===== src/rtl/io_rle_unpacker.sv =====
// io_rle_unpacker: expands packed {bit, run_length} tokens from bus words into
// a bit FIFO and serves variable-length fields, zero- or sign-extended, on
// request. The oldest bit in the FIFO becomes the MSB of the extracted field.
module io_rle_unpacker #(
  parameter int DATA_W  = 32,
  parameter int RUN_W   = 3,
  parameter int BUF_W   = 128,
  parameter int FIELD_W = 16
) (
  input  logic                         clk,
  input  logic                         rst,
  input  logic                         flush,
  input  logic [DATA_W-1:0]            in_data,
  input  logic                         in_valid,
  output logic                         in_ready,
  input  logic                         req_valid,
  input  logic [$clog2(FIELD_W+1)-1:0] req_len,
  input  logic                         req_signed,
  output logic                         req_ready,
  output logic [FIELD_W-1:0]           out_data,
  output logic                         out_valid,
  input  logic                         out_ready,
  output logic [$clog2(BUF_W+1)-1:0]   fill,
  output logic                         err_len
);

  localparam int TOK_W  = 1 + RUN_W;
  localparam int NTOK   = DATA_W / TOK_W;
  localparam int LEN_W  = $clog2(FIELD_W + 1);
  localparam int FILL_W = $clog2(BUF_W + 1);
  localparam int IDX_W  = (NTOK > 1) ? $clog2(NTOK) : 1;
  localparam logic [BUF_W-1:0] BUF_ONE = BUF_W'(1'b1);

  typedef enum logic [1:0] {
    ST_IDLE  = 2'd0,
    ST_WAIT  = 2'd1,
    ST_VALID = 2'd2
  } state_t;

  // Valid bits live in buf_r[fill_r-1:0]; bit fill_r-1 is the oldest.
  logic [BUF_W-1:0]   buf_r;
  logic [FILL_W-1:0]  fill_r;
  logic [FILL_W-1:0]  fill_next_s;
  logic [DATA_W-1:0]  hold_data_r;
  logic               hold_valid_r;
  logic [IDX_W-1:0]   tok_idx_r;
  state_t             state_r;
  state_t             state_s;
  logic [LEN_W-1:0]   len_r;
  logic               sgn_r;
  logic [FIELD_W-1:0] out_data_r;
  logic               out_valid_r;
  logic               err_len_r;

  logic               tok_bit_s;
  logic [RUN_W-1:0]   tok_run_s;
  logic               room_s;
  logic               tok_go_s;
  logic               tok_last_s;
  logic               load_s;
  logic [BUF_W-1:0]   app_bits_s;
  logic               ext_go_s;
  logic               illegal_s;
  logic               accept_s;
  logic [FIELD_W-1:0] raw_s;
  logic [FIELD_W-1:0] field_s;

  // Right-aligned raw field of length len; upper bits take the field MSB when
  // sign-extending, zero otherwise.
  function automatic logic [FIELD_W-1:0] extend_field(
    input logic [FIELD_W-1:0] raw,
    input logic [LEN_W-1:0]   len,
    input logic               sgn
  );
    logic [FIELD_W-1:0] res;
    logic               msb;
    msb = 1'b0;
    res = {FIELD_W{1'b0}};
    for (int i = 0; i < FIELD_W; i++) begin
      if (LEN_W'(i + 1) == len) msb = raw[i];
    end
    for (int i = 0; i < FIELD_W; i++) begin
      if (LEN_W'(i) < len) res[i] = raw[i];
      else                 res[i] = sgn & msb;
    end
    return res;
  endfunction

  // Current token decode, buffer-room test and input handshake
  always_comb begin
    tok_bit_s  = hold_data_r[DATA_W-1];
    tok_run_s  = hold_data_r[DATA_W-2 -: RUN_W];
    room_s     = ({1'b0, fill_r} + (FILL_W+1)'(tok_run_s)) <= (FILL_W+1)'(BUF_W);
    tok_go_s   = hold_valid_r & room_s;
    tok_last_s = tok_go_s & (tok_idx_r == IDX_W'(NTOK - 1));
    in_ready   = ~hold_valid_r | tok_last_s;
    load_s     = in_valid & in_ready;
    if (tok_bit_s) app_bits_s = (BUF_ONE << tok_run_s) - BUF_ONE;
    else           app_bits_s = {BUF_W{1'b0}};
  end

  // Extraction datapath: the len oldest bits come from pre-cycle contents
  always_comb begin
    ext_go_s    = (state_r == ST_WAIT) && (fill_r >= FILL_W'(len_r));
    raw_s       = FIELD_W'(buf_r >> (fill_r - FILL_W'(len_r)));
    field_s     = extend_field(raw_s, len_r, sgn_r);
    illegal_s   = (req_len == {LEN_W{1'b0}}) || (req_len > LEN_W'(FIELD_W));
    fill_next_s = fill_r;
    if (tok_go_s) fill_next_s = fill_next_s + FILL_W'(tok_run_s);
    else          fill_next_s = fill_next_s;
    if (ext_go_s) fill_next_s = fill_next_s - FILL_W'(len_r);
    else          fill_next_s = fill_next_s;
  end

  // Hold register: load a new word or advance to the next token once appended
  always_ff @(posedge clk) begin
    if (rst || flush) begin
      hold_valid_r <= 1'b0;
      hold_data_r  <= {DATA_W{1'b0}};
      tok_idx_r    <= {IDX_W{1'b0}};
    end else if (load_s) begin
      hold_valid_r <= 1'b1;
      hold_data_r  <= in_data;
      tok_idx_r    <= {IDX_W{1'b0}};
    end else if (tok_go_s) begin
      hold_valid_r <= ~tok_last_s;
      hold_data_r  <= hold_data_r << TOK_W;
      tok_idx_r    <= tok_idx_r + IDX_W'(1'b1);
    end
  end

  // Bit buffer: new bits shift in behind existing ones; extraction only moves fill
  always_ff @(posedge clk) begin
    if (rst || flush) begin
      buf_r  <= {BUF_W{1'b0}};
      fill_r <= {FILL_W{1'b0}};
    end else begin
      if (tok_go_s) buf_r <= (buf_r << tok_run_s) | app_bits_s;
      fill_r <= fill_next_s;
    end
  end

  // Extractor state register
  always_ff @(posedge clk) begin
    if (rst || flush) state_r <= ST_IDLE;
    else              state_r <= state_s;
  end

  // Extractor next state and request handshake
  always_comb begin
    state_s   = state_r;
    req_ready = 1'b0;
    accept_s  = 1'b0;
    case (state_r)
      ST_IDLE: begin
        req_ready = 1'b1;
        if (req_valid && !illegal_s) begin
          accept_s = 1'b1;
          state_s  = ST_WAIT;
        end else begin
          state_s  = ST_IDLE;
        end
      end
      ST_WAIT: begin
        if (ext_go_s) state_s = ST_VALID;
        else          state_s = ST_WAIT;
      end
      ST_VALID: begin
        if (out_ready) state_s = ST_IDLE;
        else           state_s = ST_VALID;
      end
      default: state_s = ST_IDLE;
    endcase
  end

  // Request latch, registered output field, valid flag and length-error pulse
  always_ff @(posedge clk) begin
    if (rst || flush) begin
      len_r       <= {LEN_W{1'b0}};
      sgn_r       <= 1'b0;
      out_data_r  <= {FIELD_W{1'b0}};
      out_valid_r <= 1'b0;
      err_len_r   <= 1'b0;
    end else begin
      if (accept_s) begin
        len_r <= req_len;
        sgn_r <= req_signed;
      end
      if (ext_go_s) out_data_r <= field_s;
      out_valid_r <= (state_s == ST_VALID);
      err_len_r   <= req_ready & req_valid & illegal_s;
    end
  end

  assign out_data  = out_data_r;
  assign out_valid = out_valid_r;
  assign fill      = fill_r;
  assign err_len   = err_len_r;

endmodule


===== config.mk =====
export PLATFORM = sky130hd
export DESIGN_NAME = io_rle_unpacker
export DESIGN_NICKNAME = d
export VERILOG_FILES = /design/src/rtl/io_rle_unpacker.sv
export SDC_FILE = /design/constraint.sdc
export NUM_CORES = 1
export LEC_CHECK = 0
export ABC_CLOCK_PERIOD_IN_PS = 13550
export BUFFER_PORTS_ARGS = -buffer_cell sky130_fd_sc_hd__buf_2
export CAP_MARGIN = 20
export CORE_ASPECT_RATIO = 1.25
export CORE_UTILIZATION = 35
export CTS_CLUSTER_DIAMETER = 80
export DETAILED_ROUTE_END_ITERATION = 10
export GPL_TIMING_DRIVEN = 0
export HOLD_SLACK_MARGIN = 0.02
export PLACE_DENSITY = 0.56
export REMOVE_ABC_BUFFERS = 1
export SLEW_MARGIN = 20
export SYNTH_ARGS = -nofsm -noshare
export SYNTH_HDL_FRONTEND = slang
export SYNTH_SLANG_ARGS = --single-unit

===== constraint.sdc =====
create_clock -name clk -period 13.55 [get_ports clk]
set_clock_uncertainty 0.1 [all_clocks]
set_input_delay 1.355 -clock clk [delete_from_list [all_inputs] [get_ports clk]]
set_output_delay 1.355 -clock clk [all_outputs]
set_load 0.005 [all_outputs]

==> flow_metrics.py <==
metrics = {
    "synth": {
        "synth_ff_type": "dfxtp_1",
        "netlist_instances": 2656,
        "ys_seq_area_share_pct": 19.8,
        "syn_avg_cell_area_sq_um": 7.55,
        "synth_edf_count": 0,
        "yosys_warnings": 0,
        "synth-compound-area-share_pct": 25.4,
        "synth_top_family_by_area": "compound AO/OA/AOI/OAI gates",
        "async_reset_ff_share_pct": 0,
        "yosys.area.top_type_share_pct": 19.8,
        "post-synth-top-area-cell": "dfxtp_1",
        "synth_mux_area_share_pct": 23.2,
        "netlist-cell-type-count": 91,
        "synthXorXnorAreaFrac_pct": 1.27,
        "yosysMostFrequentCell": "nand2_1",
        "synth_seq_cells": 198,
        "synth_fa_ha_area_share_pct": 1.42,
        "synthTopCellsByCount": "412 x nand2_1, 275 x mux2i_1, 206 x nor2_1",
        "synth_simple_gate_area_share_pct": 22.6,
        "synth_area_leaders": "dfxtp_1 20%, mux2i_1 14%, nand2_1 7.7%",
        "synth_area_sq_um": 20000,
    },
    "cts": {
        "cts_tree": "built",
        "cts_setup_buffers": 0,
        "clock_sinks": 198,
        "clockBufferDepth": 2,
        "clkLatencyLatePin_ns": 0.50,
        "cts_buffers": 17,
        "postCtsHoldBufs": 0,
        "clk_pin_slew_worst_paths_ns": 0.09,
        "clockRootBuffer": "clkbuf_16",
        "htree_levels": 4,
        "post_cts_resized": 0,
    },
    "worst_setup_path": {
        "path_class": "register to register",
        "worstPathArrival_ns": 6.89,
        "cp.required_ns": 13.82,
        "worstSetupEndpointType": "register",
        "r2r_slack_ns": 6.92,
        "reg2reg_to": "out_data[15]",
        "rr_worst_depth": 14,
        "worst_setup_path_start_kind": "register",
        "reg2reg_from": "len_r[1]",
        "critPathMaxFanout": 52,
    },
    "detailed_routing": {
        "dr_wl_met3_um": 3580,
        "wl_um": 68700,
        "drt_pass1_iterations": 6,
        "postRouteAntennaNets": 0,
        "drc_errors": 0,
        "vias": 20001,
        "wl_met2_um": 32600,
        "wl_per_cell_um": 20.9,
        "avgViaCountPerCell": 6.08,
        "drt-met1-wl_um": 30000,
        "top_layer": "met4",
        "drt_iter0_markers": 2123,
    },
    "die": {
        "die-width_um": 216,
        "coreArea_sq_um": 56300,
        "initial_utilization_pct": 35.6,
        "ioPinCount": 72,
        "rows": 97,
        "die_height_um": 270,
        "die-area_sq_um": 58200,
    },
    "sta": {
        "slew_headroom_pct": 16.9,
        "fmax_ghz": 0.151,
        "drv_slew": 0,
        "hold_slack_ns": 0.347,
        "setup_tns_ns": 0,
        "max_slew.worst_pin.slew_ns": 1.24,
        "final-setup-viol-count": 0,
        "finalCriticalPeriod_ns": 6.63,
        "finalCritPeriodShare_pct": 48.9,
        "hold_viol": 0,
        "rsz0062_at_grt": "no",
    },
    "placement": {
        "gp_congestion": 0.976,
        "port_buffers": 71,
        "place_hpwl_um": 50100,
    },
    "power_and_ir_drop": {
        "finalPower_mw": 1.82,
        "power_leakage_nw": 8.06,
        "ir_drop_uv": 97.8,
        "p_per_area_nw_per_um2": 82.8,
    },
    "global_route": {
        "grt_use_total_pct": 23.3,
        "grt-ovfl-total": 0,
        "antenna_found_initial": 0,
        "grt_pass1_vias": 18941,
        "grt_max_degree": 87,
        "grt_pass1_wl_um": 110000,
    },
    "cells_and_area": {
        "layout.nets": 2602,
        "diodes": 0,
        "postLayoutCoreUtil_pct": 39.0,
        "synthToLayoutAreaGrowth_pct": 9.55,
        "drive_above_1_share_pct": 11.9,
    },
    "run_status": {
        "status": "finished, final reports clean",
    },
    "job": {
        "maxCapViolations": 0,
    },
    "hold_path": {
        "hold_class": "register to register",
        "hold_path_depth": 2,
        "hold_end": "out_data[12]",
        "worstHoldStart": "out_data[12]",
    },
}
==> state kept, by name (all words and copies together), names as in the netlist, 2 cells and up <==
name         count
len_r            5
tok_idx_r        3
hold_data_r     32
buf_r          128
out_data        16
state_r          2
fill             8
==> kinds of logic after synthesis <==
group	count (synthesis)
buffers and inverters	276
muxes	383
adders and majority gates	21
AOI/OAI and AO/OA	758
and+or+nand+nor	996
xor gates and xnor gates	24
DFF	198
==> worst max-delay path, cell delays in order, from the launching register on <==
cell       delay [ns]
dfxtp_1          0.69
inv_1            0.40
fa_4             1.21
buf_12           0.29
clkinv_2         0.76
mux2i_1          0.35
a2111oi_0        0.81
a311o_1          0.21
nand4_1          0.12
o2bb2ai_1        0.25
o211ai_1         0.25
nor4bb_2         0.36
a21oi_4          0.15
a21oi_4          0.31
o22ai_1          0.12
==> layout make-up <==
| cell class | instances | area (sq um) |
|---|---|---|
| Multi-Input combinational cell | 2182 | 14900 |
| Clock buffer | 20 | 489 |
| Sequential cell | 198 | 3980 |
| Timing Repair Buffer | 119 | 1410 |
| Fill cell | 5827 | 34400 |
| Inverter | 19 | 82.6 |
| Tap cell | 742 | 928 |
| Clock inverter | 12 | 144 |
==> through the flow <==
| step | setup WS [ns] | cell area, sq um | std cells |
|---|---|---|---|
| floorplan | -3.05 | 18800 | 2399 |
| global placement | -9.18 | 20100 | 3212 |
| detailed placement | 7.14 | 21300 | 3260 |
| CTS | 7.11 | 22000 | 3292 |
| global route | 6.51 | 22000 | 3292 |
| finish | 6.92 | 22000 | 3292 |
==> power by group <==
part / total (mW) / internal (mW) / switching [mW]
clock: 0.561 / 0.276 / 0.285
combinational: 0.635 / 0.235 / 0.400
sequential: 0.623 / 0.597 / 0.0265
total: 1.82 / 1.11 / 0.711
==> layout by cell type (no fill, tap or decap), drive strengths merged, types with 14 or more instances in the layout <==
cell type | synthesis | routed
a211oi | 147 | 147
a21oi | 151 | 151
a31oi | 73 | 73
and2 | 79 | 79
buf | 112 | 119
clkbuf | 145 | 20
dfxtp | 198 | 198
ha | 18 | 18
inv | 17 | 24
mux2 | 48 | 48
mux2i | 275 | 275
mux4 | 60 | 60
nand2 | 413 | 413
nand3 | 76 | 76
nand4 | 17 | 17
nor2 | 209 | 209
nor2b | 67 | 67
nor3 | 87 | 87
o211ai | 32 | 32
o21ai | 155 | 155
o22ai | 17 | 17
o31a | 59 | 59
xnor2 | 14 | 14
==> worst max path at each step <==
stage / endpoint / start / slack [ns]
2_1_floorplan: fill[7] / hold_data_r[29] / -3.05
3_3_place_gp: fill[7] / hold_data_r[29] / -9.18
3_5_place_dp: out_data[9] / len_r[1] / 7.14
4_1_cts: out_data[9] / len_r[1] / 7.11
5_1_grt: out_data[9] / len_r[1] / 6.51
6_report: out_data[15] / len_r[1] / 6.92
==> per-layer routing <==
layer,track usage [%],vias up
met5,0,-
met4,9.80,0
met3,3.08,123
met2,38.3,614
met1,30.5,9630
li1,-,9634
No activity file was read; power rests on OpenSTA's default activity.
